File: config.mk
export PLATFORM = sky130hd
export DESIGN_NAME = sens_event_capture_flat
export DESIGN_NICKNAME = d
export VERILOG_FILES = /design/src/rtl/sens_event_pkg.sv /design/src/rtl/sens_event_capture_if.sv /design/src/rtl/sens_event_fifo.sv /design/src/rtl/sens_event_capture.sv /design/src/flat_wrapper.sv
export SDC_FILE = /design/constraint.sdc
export NUM_CORES = 1
export LEC_CHECK = 0
export CAP_MARGIN = 20
export CORE_MARGIN = 10
export CORE_UTILIZATION = 50
export DETAILED_ROUTE_END_ITERATION = 10
export MAX_ROUTING_LAYER = met4
export PLACE_DENSITY = 0.69
export SETUP_SLACK_MARGIN = 0.5
export SLEW_MARGIN = 20
export SYNTH_ARGS = -nofsm -noshare
export SYNTH_HDL_FRONTEND = slang
export SYNTH_SLANG_ARGS = --single-unit
export TNS_END_PERCENT = 20
File: constraint.sdc
create_clock -name clk -period 4.7 [get_ports clk]
set_input_delay 1.175 -clock clk [delete_from_list [all_inputs] [get_ports clk]]
set_output_delay 1.175 -clock clk [all_outputs]
set_load 0.02 [all_outputs]
File: src/rtl/sens_event_pkg.sv
// sens_event_pkg
// Shared definitions for the sensitivity event-capture slice:
//   - default geometry (width of the monitored group, FIFO depth, timestamp width)
//   - sens_event_t: one captured event {mask, value, tstamp} at default geometry
//   - cnt_w(): width of an occupancy counter able to hold 0..depth
package sens_event_pkg;

    localparam int DEF_WIDTH = 4;
    localparam int DEF_DEPTH = 4;
    localparam int DEF_TS_W  = 8;

    // Field order matches the parameterised entry built inside the top module,
    // so a packed event is {mask, value, tstamp} from MSB to LSB everywhere.
    typedef struct packed {
        logic [DEF_WIDTH-1:0] mask;
        logic [DEF_WIDTH-1:0] value;
        logic [DEF_TS_W-1:0]  tstamp;
    } sens_event_t;

    function automatic int cnt_w(input int depth);
        return $clog2(depth) + 1;
    endfunction

endpackage

File: src/rtl/sens_event_capture_if.sv
// sens_event_capture_if
// Event drain handshake between the capture stage and its consumer.
//   ev_valid : head event available          (capture -> consumer)
//   ev_ready : consumer accepts head event   (consumer -> capture)
//   ev_mask  : bits that changed
//   ev_value : monitored value after the change
//   ev_time  : timestamp of the capturing edge
// master = capture stage, slave = consumer.
interface sens_event_capture_if
    import sens_event_pkg::*;
#(
    parameter int WIDTH = DEF_WIDTH,
    parameter int TS_W  = DEF_TS_W
);
    logic             ev_valid;
    logic             ev_ready;
    logic [WIDTH-1:0] ev_mask;
    logic [WIDTH-1:0] ev_value;
    logic [TS_W-1:0]  ev_time;

    modport master (
        output ev_valid, ev_mask, ev_value, ev_time,
        input  ev_ready
    );

    modport slave (
        input  ev_valid, ev_mask, ev_value, ev_time,
        output ev_ready
    );

endinterface

File: src/rtl/sens_event_fifo.sv
// sens_event_fifo
// Synchronous FIFO for packed event entries.
//   clk, rst : clock, synchronous active-high reset (empties the FIFO)
//   push     : write wdata (ignored when full unless a pop happens on the same edge)
//   pop      : drop the head entry (ignored when empty)
//   wdata    : entry to write
//   rdata    : head entry, zero when empty
//   full, empty, count : occupancy status
module sens_event_fifo
    import sens_event_pkg::*;
#(
    parameter int DATA_W = 16,
    parameter int DEPTH  = DEF_DEPTH
)(
    input  logic                      clk,
    input  logic                      rst,
    input  logic                      push,
    input  logic                      pop,
    input  logic [DATA_W-1:0]         wdata,
    output logic [DATA_W-1:0]         rdata,
    output logic                      full,
    output logic                      empty,
    output logic [cnt_w(DEPTH)-1:0]   count
);
    localparam int AW = $clog2(DEPTH);

    logic [DATA_W-1:0] mem [DEPTH];
    // Extra MSB is the wrap bit: equal index with different wrap bit means full.
    logic [AW:0]       wptr;
    logic [AW:0]       rptr;
    logic              do_push;
    logic              do_pop;

    assign empty   = (wptr == rptr);
    assign full    = (wptr[AW] != rptr[AW]) && (wptr[AW-1:0] == rptr[AW-1:0]);
    assign do_pop  = pop && !empty;
    // When full, the slot being vacated by the pop is the one written.
    assign do_push = push && (!full || do_pop);
    assign count   = wptr - rptr;
    assign rdata   = empty ? '0 : mem[rptr[AW-1:0]];

    always_ff @(posedge clk) begin
        if (rst) begin
            wptr <= '0;
            rptr <= '0;
        end else begin
            if (do_push) wptr <= wptr + 1'b1;
            if (do_pop)  rptr <= rptr + 1'b1;
        end
    end

    // Storage needs no reset: empty masks stale contents.
    always_ff @(posedge clk) begin
        if (!rst && do_push) mem[wptr[AW-1:0]] <= wdata;
    end

endmodule

File: src/rtl/sens_event_capture.sv
// sens_event_capture
// Samples a combinational signal group every clock and queues each change as a
// timestamped event {changed mask, new value, time} for a downstream consumer.
//   clk, rst : clock, synchronous active-high reset
//   sig_in   : monitored signal group
//   en       : capture enable (changes while low are absorbed, never reported)
//   clr_ovf  : clears the sticky overflow flag (a drop on the same edge wins)
//   ev       : event drain handshake (master side)
//   count    : entries held
//   overflow : sticky, an event was dropped because the FIFO was full
module sens_event_capture
    import sens_event_pkg::*;
#(
    parameter int WIDTH = DEF_WIDTH,
    parameter int DEPTH = DEF_DEPTH,
    parameter int TS_W  = DEF_TS_W
)(
    input  logic                     clk,
    input  logic                     rst,
    input  logic [WIDTH-1:0]         sig_in,
    input  logic                     en,
    input  logic                     clr_ovf,
    sens_event_capture_if.master     ev,
    output logic [cnt_w(DEPTH)-1:0]  count,
    output logic                     overflow
);
    typedef struct packed {
        logic [WIDTH-1:0] mask;
        logic [WIDTH-1:0] value;
        logic [TS_W-1:0]  tstamp;
    } ev_t;

    logic [WIDTH-1:0] prev;
    logic             armed;
    logic [TS_W-1:0]  ts;
    ev_t              wentry;
    ev_t              head;
    logic             full;
    logic             empty;
    logic             change;
    logic             pop;
    logic             push;
    logic             drop;

    // armed holds off the first edge so the reset value of prev never
    // looks like a change.
    assign change = armed && en && (sig_in != prev);
    assign pop    = !empty && ev.ev_ready;
    assign push   = change && (!full || pop);
    assign drop   = change && full && !pop;

    assign wentry.mask   = sig_in ^ prev;
    assign wentry.value  = sig_in;
    assign wentry.tstamp = ts;

    sens_event_fifo #(
        .DATA_W ($bits(ev_t)),
        .DEPTH  (DEPTH)
    ) u_fifo (
        .clk   (clk),
        .rst   (rst),
        .push  (push),
        .pop   (pop),
        .wdata (wentry),
        .rdata (head),
        .full  (full),
        .empty (empty),
        .count (count)
    );

    always_ff @(posedge clk) begin
        if (rst) begin
            prev     <= '0;
            armed    <= 1'b0;
            ts       <= '0;
            overflow <= 1'b0;
        end else begin
            prev  <= sig_in;
            armed <= 1'b1;
            ts    <= ts + 1'b1;
            if (drop)         overflow <= 1'b1;
            else if (clr_ovf) overflow <= 1'b0;
        end
    end

    assign ev.ev_valid = !empty;
    assign ev.ev_mask  = head.mask;
    assign ev.ev_value = head.value;
    assign ev.ev_time  = head.tstamp;

endmodule

File: src/flat_wrapper.sv
// flat-port wrapper written by rule: the top's interface ports become plain ports
module sens_event_capture_flat import sens_event_pkg::*;
#(
    parameter int WIDTH = DEF_WIDTH,
    parameter int DEPTH = DEF_DEPTH,
    parameter int TS_W  = DEF_TS_W
)
  (clk, rst, sig_in, en, clr_ovf, count, overflow, ev_ev_valid, ev_ev_mask, ev_ev_value, ev_ev_time, ev_ev_ready);
  sens_event_capture_if #(.WIDTH(WIDTH), .TS_W(TS_W)) ev_i ();
  input  logic clk;
  input  logic rst;
  input  logic [WIDTH-1:0] sig_in;
  input  logic en;
  input  logic clr_ovf;
  output logic [cnt_w(DEPTH)-1:0] count;
  output logic overflow;
  output wire logic [$bits(ev_i.ev_valid)-1:0] ev_ev_valid;
  output wire logic [$bits(ev_i.ev_mask)-1:0] ev_ev_mask;
  output wire logic [$bits(ev_i.ev_value)-1:0] ev_ev_value;
  output wire logic [$bits(ev_i.ev_time)-1:0] ev_ev_time;
  input wire logic [$bits(ev_i.ev_ready)-1:0] ev_ev_ready;
  assign ev_ev_valid = ev_i.ev_valid;
  assign ev_ev_mask = ev_i.ev_mask;
  assign ev_ev_value = ev_i.ev_value;
  assign ev_ev_time = ev_i.ev_time;
  assign ev_i.ev_ready = ev_ev_ready;
  sens_event_capture #(.WIDTH(WIDTH), .DEPTH(DEPTH), .TS_W(TS_W)) u_core (.clk(clk), .rst(rst), .sig_in(sig_in), .en(en), .clr_ovf(clr_ovf), .ev(ev_i), .count(count), .overflow(overflow));
endmodule
==> results.md, run 1 <==
- Initial antenna violation count: 0
- Max cap viols: 0
- I/O pin count: 30
- Postcts setup bufs: 0
- Number of remaining DRC errors: 0
- Starting DRT DRC Count: 100
- WL/cell: 17.3 um
- Reg power frac: 0.518
- Final setup viols: 0
- Top-count cell post-synth: edfxtp_1
- Post-synthesis sequential element count: 86
- Maximum clock insertion buffer count: 2
- CTS tree: yes
- Post_cts resized: 0
- Vias in the first global route: about 1800
- Final critical-path setup slack: around 1.2 ns
- Syn-to-layout area delta: 17.3%
- Synth unique cells: 32
- Gr usage total: 0.119
- Placement Setup Slack: 0.829 ns
- Max Fclk: 286 MHz
- Number of flops mapped to enable cells by yosys: 64
- Gpl congestion: 0.732
- Routed Antenna Nets: 0
- Multi-input gate area: 1000 sq um
- Yosys warns: 0
- Total core area: 6720 sq um
- Clock transition at path regs: roughly 0.080 ns
- Status: completed
- Hold_ws: 0.497 ns
- Vias per cell: approximately 5.2
- DR vias: 1716
- Worst Hold Class: register to register
- CP startpoint kind: register
- Port Buffers: 29
- Ant diodes: 0
- Routed WL: between 5000 and 6000 um
- Largest net degree at the start of global routing: 23
- RSZ-0062 raised after global routing: false
- Sw Ratio: 0.252
- Async S/R FF share, synth: 0
- FF/Latch Area: 2360 sq um
- Critical path class: register to output pin
- Max Slew Vio Count: 0
- Placed cell count: between 300 and 400
- CTS H-tree lvls: 3
- Layout cells sized above 1: 0.165
- Worst-margin pin slew: 0.819 ns
- Clk_skew: 0.00864 ns
- Vert. Die Dim: just over 100 um
- Slew headroom: 0.454
- Syn Area/Cell: around 17 sq um
- Post-DP HPWL: 3650 um
- Rows: 30
- CP required: 3.52 ns
- First-pass GRT wire length: 9220 um
- Logic pwr share: 0.185
- Top-area cell type share of the netlist area: 0.562
- Total grt overflow: 0
- Fin. Hold Viols: 0
- Layout Nets: 262
- Initial Util: 0.509
- Yosys top cell by area: edfxtp_1
- Clk Latency, worst-skew pair: 0.34 ns
- Seq/Total Area, Yosys: 0.691
- Post-route cell area: between 4000 and 5000 sq um
- Placed cell areas: between 3000 and 4000 sq um
- Critical path endpoint category: output pin
- Post-synth top cells: edfxtp_1 (64), dfxtp_1 (22), nor2b_1 (21)
- Die outline width: 103 um
- Cells after Synth: 205
- Top cells by area, synth: edfxtp_1 (56%), dfxtp_1 (13%), mux4_2 (11%)
- CTS sink count: 86
- Drt pass-1 iters: 4
- Final Non-Filler Cells: 329
- Pleak: between 1 and 1.5 nW
- # fillers: 517
- CP arrival: 2.33 ns
- Main synth FF type: edfxtp_1
- Setup TNS: 0 ns
- Die area: 10600 sq um
- Worst reg2reg setup slack: 2.14 ns
- Final min period: 3.50 ns
- Syn Nets: 223
- Post-Syn Area: roughly 3400 sq um
- Clk pwr share: 0.298
- Inserted Clock Buffers: 9
- PD cells: roughly 400 nW/um^2
- VDD IR max: between 0.00015 and 0.0002 V
- NetSw: roughly 400 uW
- Final Cycle Share: 0.745
- Worst Path Max Fanout: 16
- CTS Hold Buffers Added: 0
- CTS root buf: clkbuf_8
- Pint: 1.22 mW
[flip-flops by register name, indices dropped and copies added, names as in the netlist, named ones only]
register / count
u_core.u_fifo.mem: 64
u_core.ts: 8
u_core.prev: 4
u_core.u_fifo.rptr: 3
u_core.u_fifo.wptr: 3
u_core.armed: 1
u_core.overflow: 1
[critical path, cell delays in order (launching register included)]
cell,delay [ns]
dfxtp_1,0.86
mux4_2,0.36
nor2b_1,0.15
clkdlybuf4s50_1,0.62
[layout by cell type, fill, tap and decap left out]
cell	Yosys	routed
nor2_1	14	14
nor4_2	1	1
clkbuf_8	0	9
dfxtp_1	22	22
or3b_1	1	1
o31ai_1	1	1
nand2b_1	1	1
nand2_1	4	4
fa_1	1	1
ha_1	8	8
clkinvlp_4	0	1
nor2b_1	21	21
nor4_1	1	1
or4_1	1	1
mux2_1	1	1
o211ai_1	1	1
mux2i_1	2	2
clkinv_2	0	3
clkinv_4	0	1
and2_1	4	4
o21ai_0	1	1
clkinv_1	0	1
xor2_1	11	11
inv_1	7	7
mux4_2	16	16
a21oi_2	1	1
buf_4	1	6
clkdlybuf4s50_1	0	29
nand3_1	5	5
xnor2_1	4	4
a21oi_1	1	1
and3_1	2	2
nor3_2	2	2
edfxtp_1	64	64
bufinv_16	0	1
[through the flow]
| stage | power (mW) | utilization |
|---|---|---|
| 5_1_grt | 1.70 | 0.597 |
| 3_3_place_gp | 1.17 | 0.569 |
| 4_1_cts | 1.66 | 0.597 |
| 3_5_place_dp | 1.17 | 0.569 |
| 6_report | 1.63 | 0.597 |
| 2_1_floorplan | 1.05 | - |
[cells by family (layout without fill, tap and decap cells)]
| kind of cell | after synthesis | count (layout) | synth area share |
|---|---|---|---|
| adder cells (fa/ha/maj) | 9 | 9 | 0.0351 |
| flip-flops | 86 | 86 | 0.691 |
| buffers and inverters | 14 | 58 | 0.0172 |
| AO/OA/AOI/OAI | 5 | 5 | 0.00987 |
| AND/OR/NAND/NOR | 57 | 57 | 0.0944 |
| multiplexers | 19 | 19 | 0.114 |
| XOR/XNOR | 15 | 15 | 0.0384 |
[final timing paths]
path | start | end | cells after the start
worst min register to register | u_core.overflow | u_core.overflow | 2
worst max-delay path | register | ev_ev_value[3] | 3
worst max register to register | u_core.u_fifo.wptr[0] | u_core.u_fifo.mem[2][6] | 6
worst min-delay path | u_core.overflow | u_core.overflow | 2
[layout make-up]
class	count	area share
clock buffer	9	0.0309
clock inverter	7	0.0162
inverter	7	0.00655
multi-input combinational	105	0.249
sequential	86	0.589
tap	80	0.0249
timing repair buffer	35	0.0836
[per-layer routing]
| layer | GRT usage | part of all wire | vias to the layer above |
|---|---|---|---|
| li1 | - | - | 830 |
| met1 | 0.140 | 0.45 | 851 |
| met2 | 0.190 | 0.50 | 29 |
| met3 | 0.0268 | 0.043 | 6 |
| met4 | 0.0586 | 0.011 | 0 |
| met5 | - | 0 | - |
[power by group through the flow]
stage	logic (mW)	clock network, mW	registers [mW]
after global placement	0.307	0	0.864
final	0.302	0.486	0.846
after floorplan	0.188	0	0.857
after global routing	0.329	0.523	0.849
after CTS	0.310	0.501	0.847
after detailed placement	0.310	0	0.865
Power figures use the tool's default switching activity.
==> inputs of run 2 (changes only) <==
PLACE_DENSITY = 0.71   (was 0.69)
clock period = 2.9 ns   (was 4.7 ns; I/O delays follow)
==> results.md, run 2 (synthesis gave the netlist of run 1 again) <==
- Layout cells sized above 1: 0.336 (was 0.165)
- FF/Latch Area: 2370 sq um (was 2360 sq um)
- CP startpoint kind: register (unchanged)
- Reg2reg start: u_core.u_fifo.wptr[0] (unchanged)
- Inserted Clock Buffers: 9 (unchanged)
- Gr usage total: 0.127 (was 0.119)
- Syn-to-layout area delta: 23.3% (was 17.3%)
- Vias in the first global route: 1830 (was 1836)
- Multi-input gate area: 1090 sq um (was 1000 sq um)
- Maximum clock insertion buffer count: 2 (unchanged)
- WL/cell: 17.7 um (was 17.3 um)
- Slew headroom: 0.754 (was 0.454)
- Most frequent cells in the layout: edfxtp_1 (64), nor2b_1 (19), dfxtp_1 (17) (was edfxtp_1 (64), clkdlybuf4s50_1 (29), dfxtp_1 (22))
- Crit-path cells: buf_12 > mux4_2 > nor2b_1 > buf_2 (was mux4_2 > nor2b_1 > clkdlybuf4s50_1)
- Die outline width: 103 um (unchanged)
- Vias per cell: 5.23 (was 5.22)
- Placed cell areas: 3950 sq um (was 3820 sq um)
- Critical path class: register to output pin (unchanged)
- Max FFs per register: 64 (unchanged)
- Clk pwr share: 0.288 (was 0.298)
- Final min period: 2.41 ns
- Final Cycle Share: 0.833
- DR vias: 1790 (was 1716)
- CP required: 2.17 ns (was 3.52 ns)
- Clock transition at path regs: 0.07 ns (was 0.08 ns)
- Initial Util: 0.509 (unchanged)
- Ant diodes: 0 (unchanged)
- Pint: 2.01 mW (was 1.22 mW)
- Worst reg2reg setup slack: 1.06 ns (was 2.14 ns)
- Max cap viols: 0 (unchanged)
- NetSw: 700 uW (was 412 uW)
- Rows: 30 (unchanged)
- Routed Antenna Nets: 0 (unchanged)
- Hold Path Origin: u_core.overflow (unchanged)
- Drt pass-1 iters: 4 (unchanged)
- Die area: 10600 sq um (unchanged)
- Worst Hold Class: register to register (unchanged)
- Reg power frac: 0.508 (was 0.518)
- Port Buffers: 29 (unchanged)
- Clk_skew: 0.00800 ns (was 0.00864 ns)
- Layout Nets: 275 (was 262)
- Gpl congestion: 0.750 (was 0.732)
- Worst-margin pin slew: 0.366 ns (was 0.819 ns)
- Initial antenna violation count: 0 (unchanged)
- Total core area: 6720 sq um (unchanged)
- Slowest cell on the critical path: mux4_2 (was dfxtp_1)
- Vert. Die Dim: 103 um (unchanged)
- CTS H-tree lvls: 3 (unchanged)
- Commonest non-fill, non-tap cell in the layout: edfxtp_1 (unchanged)
- Pleak: 1.53 nW (was 1.38 nW)
- CP Buf/Inv Count: 2 (was 1)
- CTS sink count: 86 (unchanged)
- CTS tree: yes (unchanged)
- First-pass GRT wire length: 9450 um (was 9220 um)
- PD cells: 643 nW/um^2 (was 407 nW/um^2)
- Setup TNS: 0 ns (unchanged)
- Largest net degree at the start of global routing: 22 (was 23)
- Total grt overflow: 0 (unchanged)
- Clk Latency, worst-skew pair: 0.35 ns (was 0.34 ns)
- Critical path endpoint category: output pin (unchanged)
- Starting DRT DRC Count: 86 (was 100)
- CTS root buf: clkbuf_8 (unchanged)
- Critical path's largest stage delay: 0.50 ns (was 0.86 ns)
- Post-DP HPWL: 3760 um (was 3650 um)
- CP arrival: 1.69 ns (was 2.33 ns)
- Sw Ratio: 0.258 (was 0.252)
- Fin. Hold Viols: 0 (unchanged)
- VDD IR max: 0.000312 V (was 0.000177 V)
- Final setup viols: 0 (unchanged)
- Worst Path Max Fanout: 8 (was 16)
- I/O pin count: 30 (unchanged)
- Number of remaining DRC errors: 0 (unchanged)
- Delay-heaviest family, CP: multiplexers (was flip-flops)
- Logic pwr share: 0.205 (was 0.185)
- Max Fclk: a little over 400 MHz
- Routed WL: 6060 um (was 5700 um)
- # fillers: 468 (was 517)
- RSZ-0062 raised after global routing: true (was false)
- Max Slew Vio Count: 0 (unchanged)
- Post-route cell area: 4220 sq um (was 4010 sq um)
- Status: completed (unchanged)
==> run 2: cell count changes in the layout (fill, tap and decap cells not counted), sizes merged <==
cell           delta
buf              +31
clkdlybuf4s50    -21
clkbuf            +4
clkinv            -3
dlymetal6s2s      +2
==> run 2: area by class of cell <==
type,count,share of cell area
flip-flops and latches,86,0.562
repair buffers,48,0.106
clock inverters,4,0.0113
multi-input cells,105,0.259
well taps,80,0.0237
clock buffers,12,0.0320
inverters,7,0.00623
==> run 2: final timing paths <==
path                                                end  cells past startpoint
worst max register to register  u_core.u_fifo.mem[3][6]                      7
worst min register to register          u_core.overflow                      2
worst min-delay path                    u_core.overflow                      2
worst max-delay path                      ev_ev_time[1]                      4
==> run 2: tightest hold or removal path, stage by stage, from the launching register on <==
cell and delay, ns:
dfxtp_1 0.31, nand2b_1 0.08, a21oi_2 0.05
==> run 2: what timing repair did <==
item / in CTS / in global routing
setup buffers: 2 / 0
pin swaps: 3 / 2
resized for setup: 100 / 9
hold buffers: 0 / 0
setup endpoints to repair: 84 / 84
cloned: 3 / 0
==> run 2: per-layer routing <==
metal | global-route usage | vias to the layer above | wire length [um]
met5 | - | - | 0
met3 | 0.0335 | 9 | 249
met1 | 0.145 | 896 | 2610
li1 | - | 854 | -
met4 | 0.0586 | 0 | 107
met2 | 0.206 | 31 | 3100
==> run 2: power by group through the flow <==
stage / clock, mW / sequential (mW) / combinational, mW
after floorplan: 0 / 1.39 / 0.305
after global placement: 0 / 1.40 / 0.523
after detailed placement: 0 / 1.40 / 0.526
after CTS: 0.803 / 1.38 / 0.575
after global routing: 0.855 / 1.38 / 0.600
final: 0.781 / 1.38 / 0.556
==> run 2: through the flow <==
| step | setup slack (ns) | std cells | hold WS [ns] | util | power [mW] |
|---|---|---|---|---|---|
| 2_1_floorplan | 0.583 | 205 | 0.449 | - | 1.69 |
| 3_3_place_gp | 0.0785 | 321 | 0.473 | 0.587 | 1.92 |
| 3_5_place_dp | 0.00119 | 321 | 0.483 | 0.587 | 1.92 |
| 4_1_cts | 0.443 | 342 | 0.497 | 0.623 | 2.75 |
| 5_1_grt | 0.404 | 342 | 0.519 | 0.628 | 2.84 |
| 6_report | 0.485 | 342 | 0.493 | 0.628 | 2.71 |
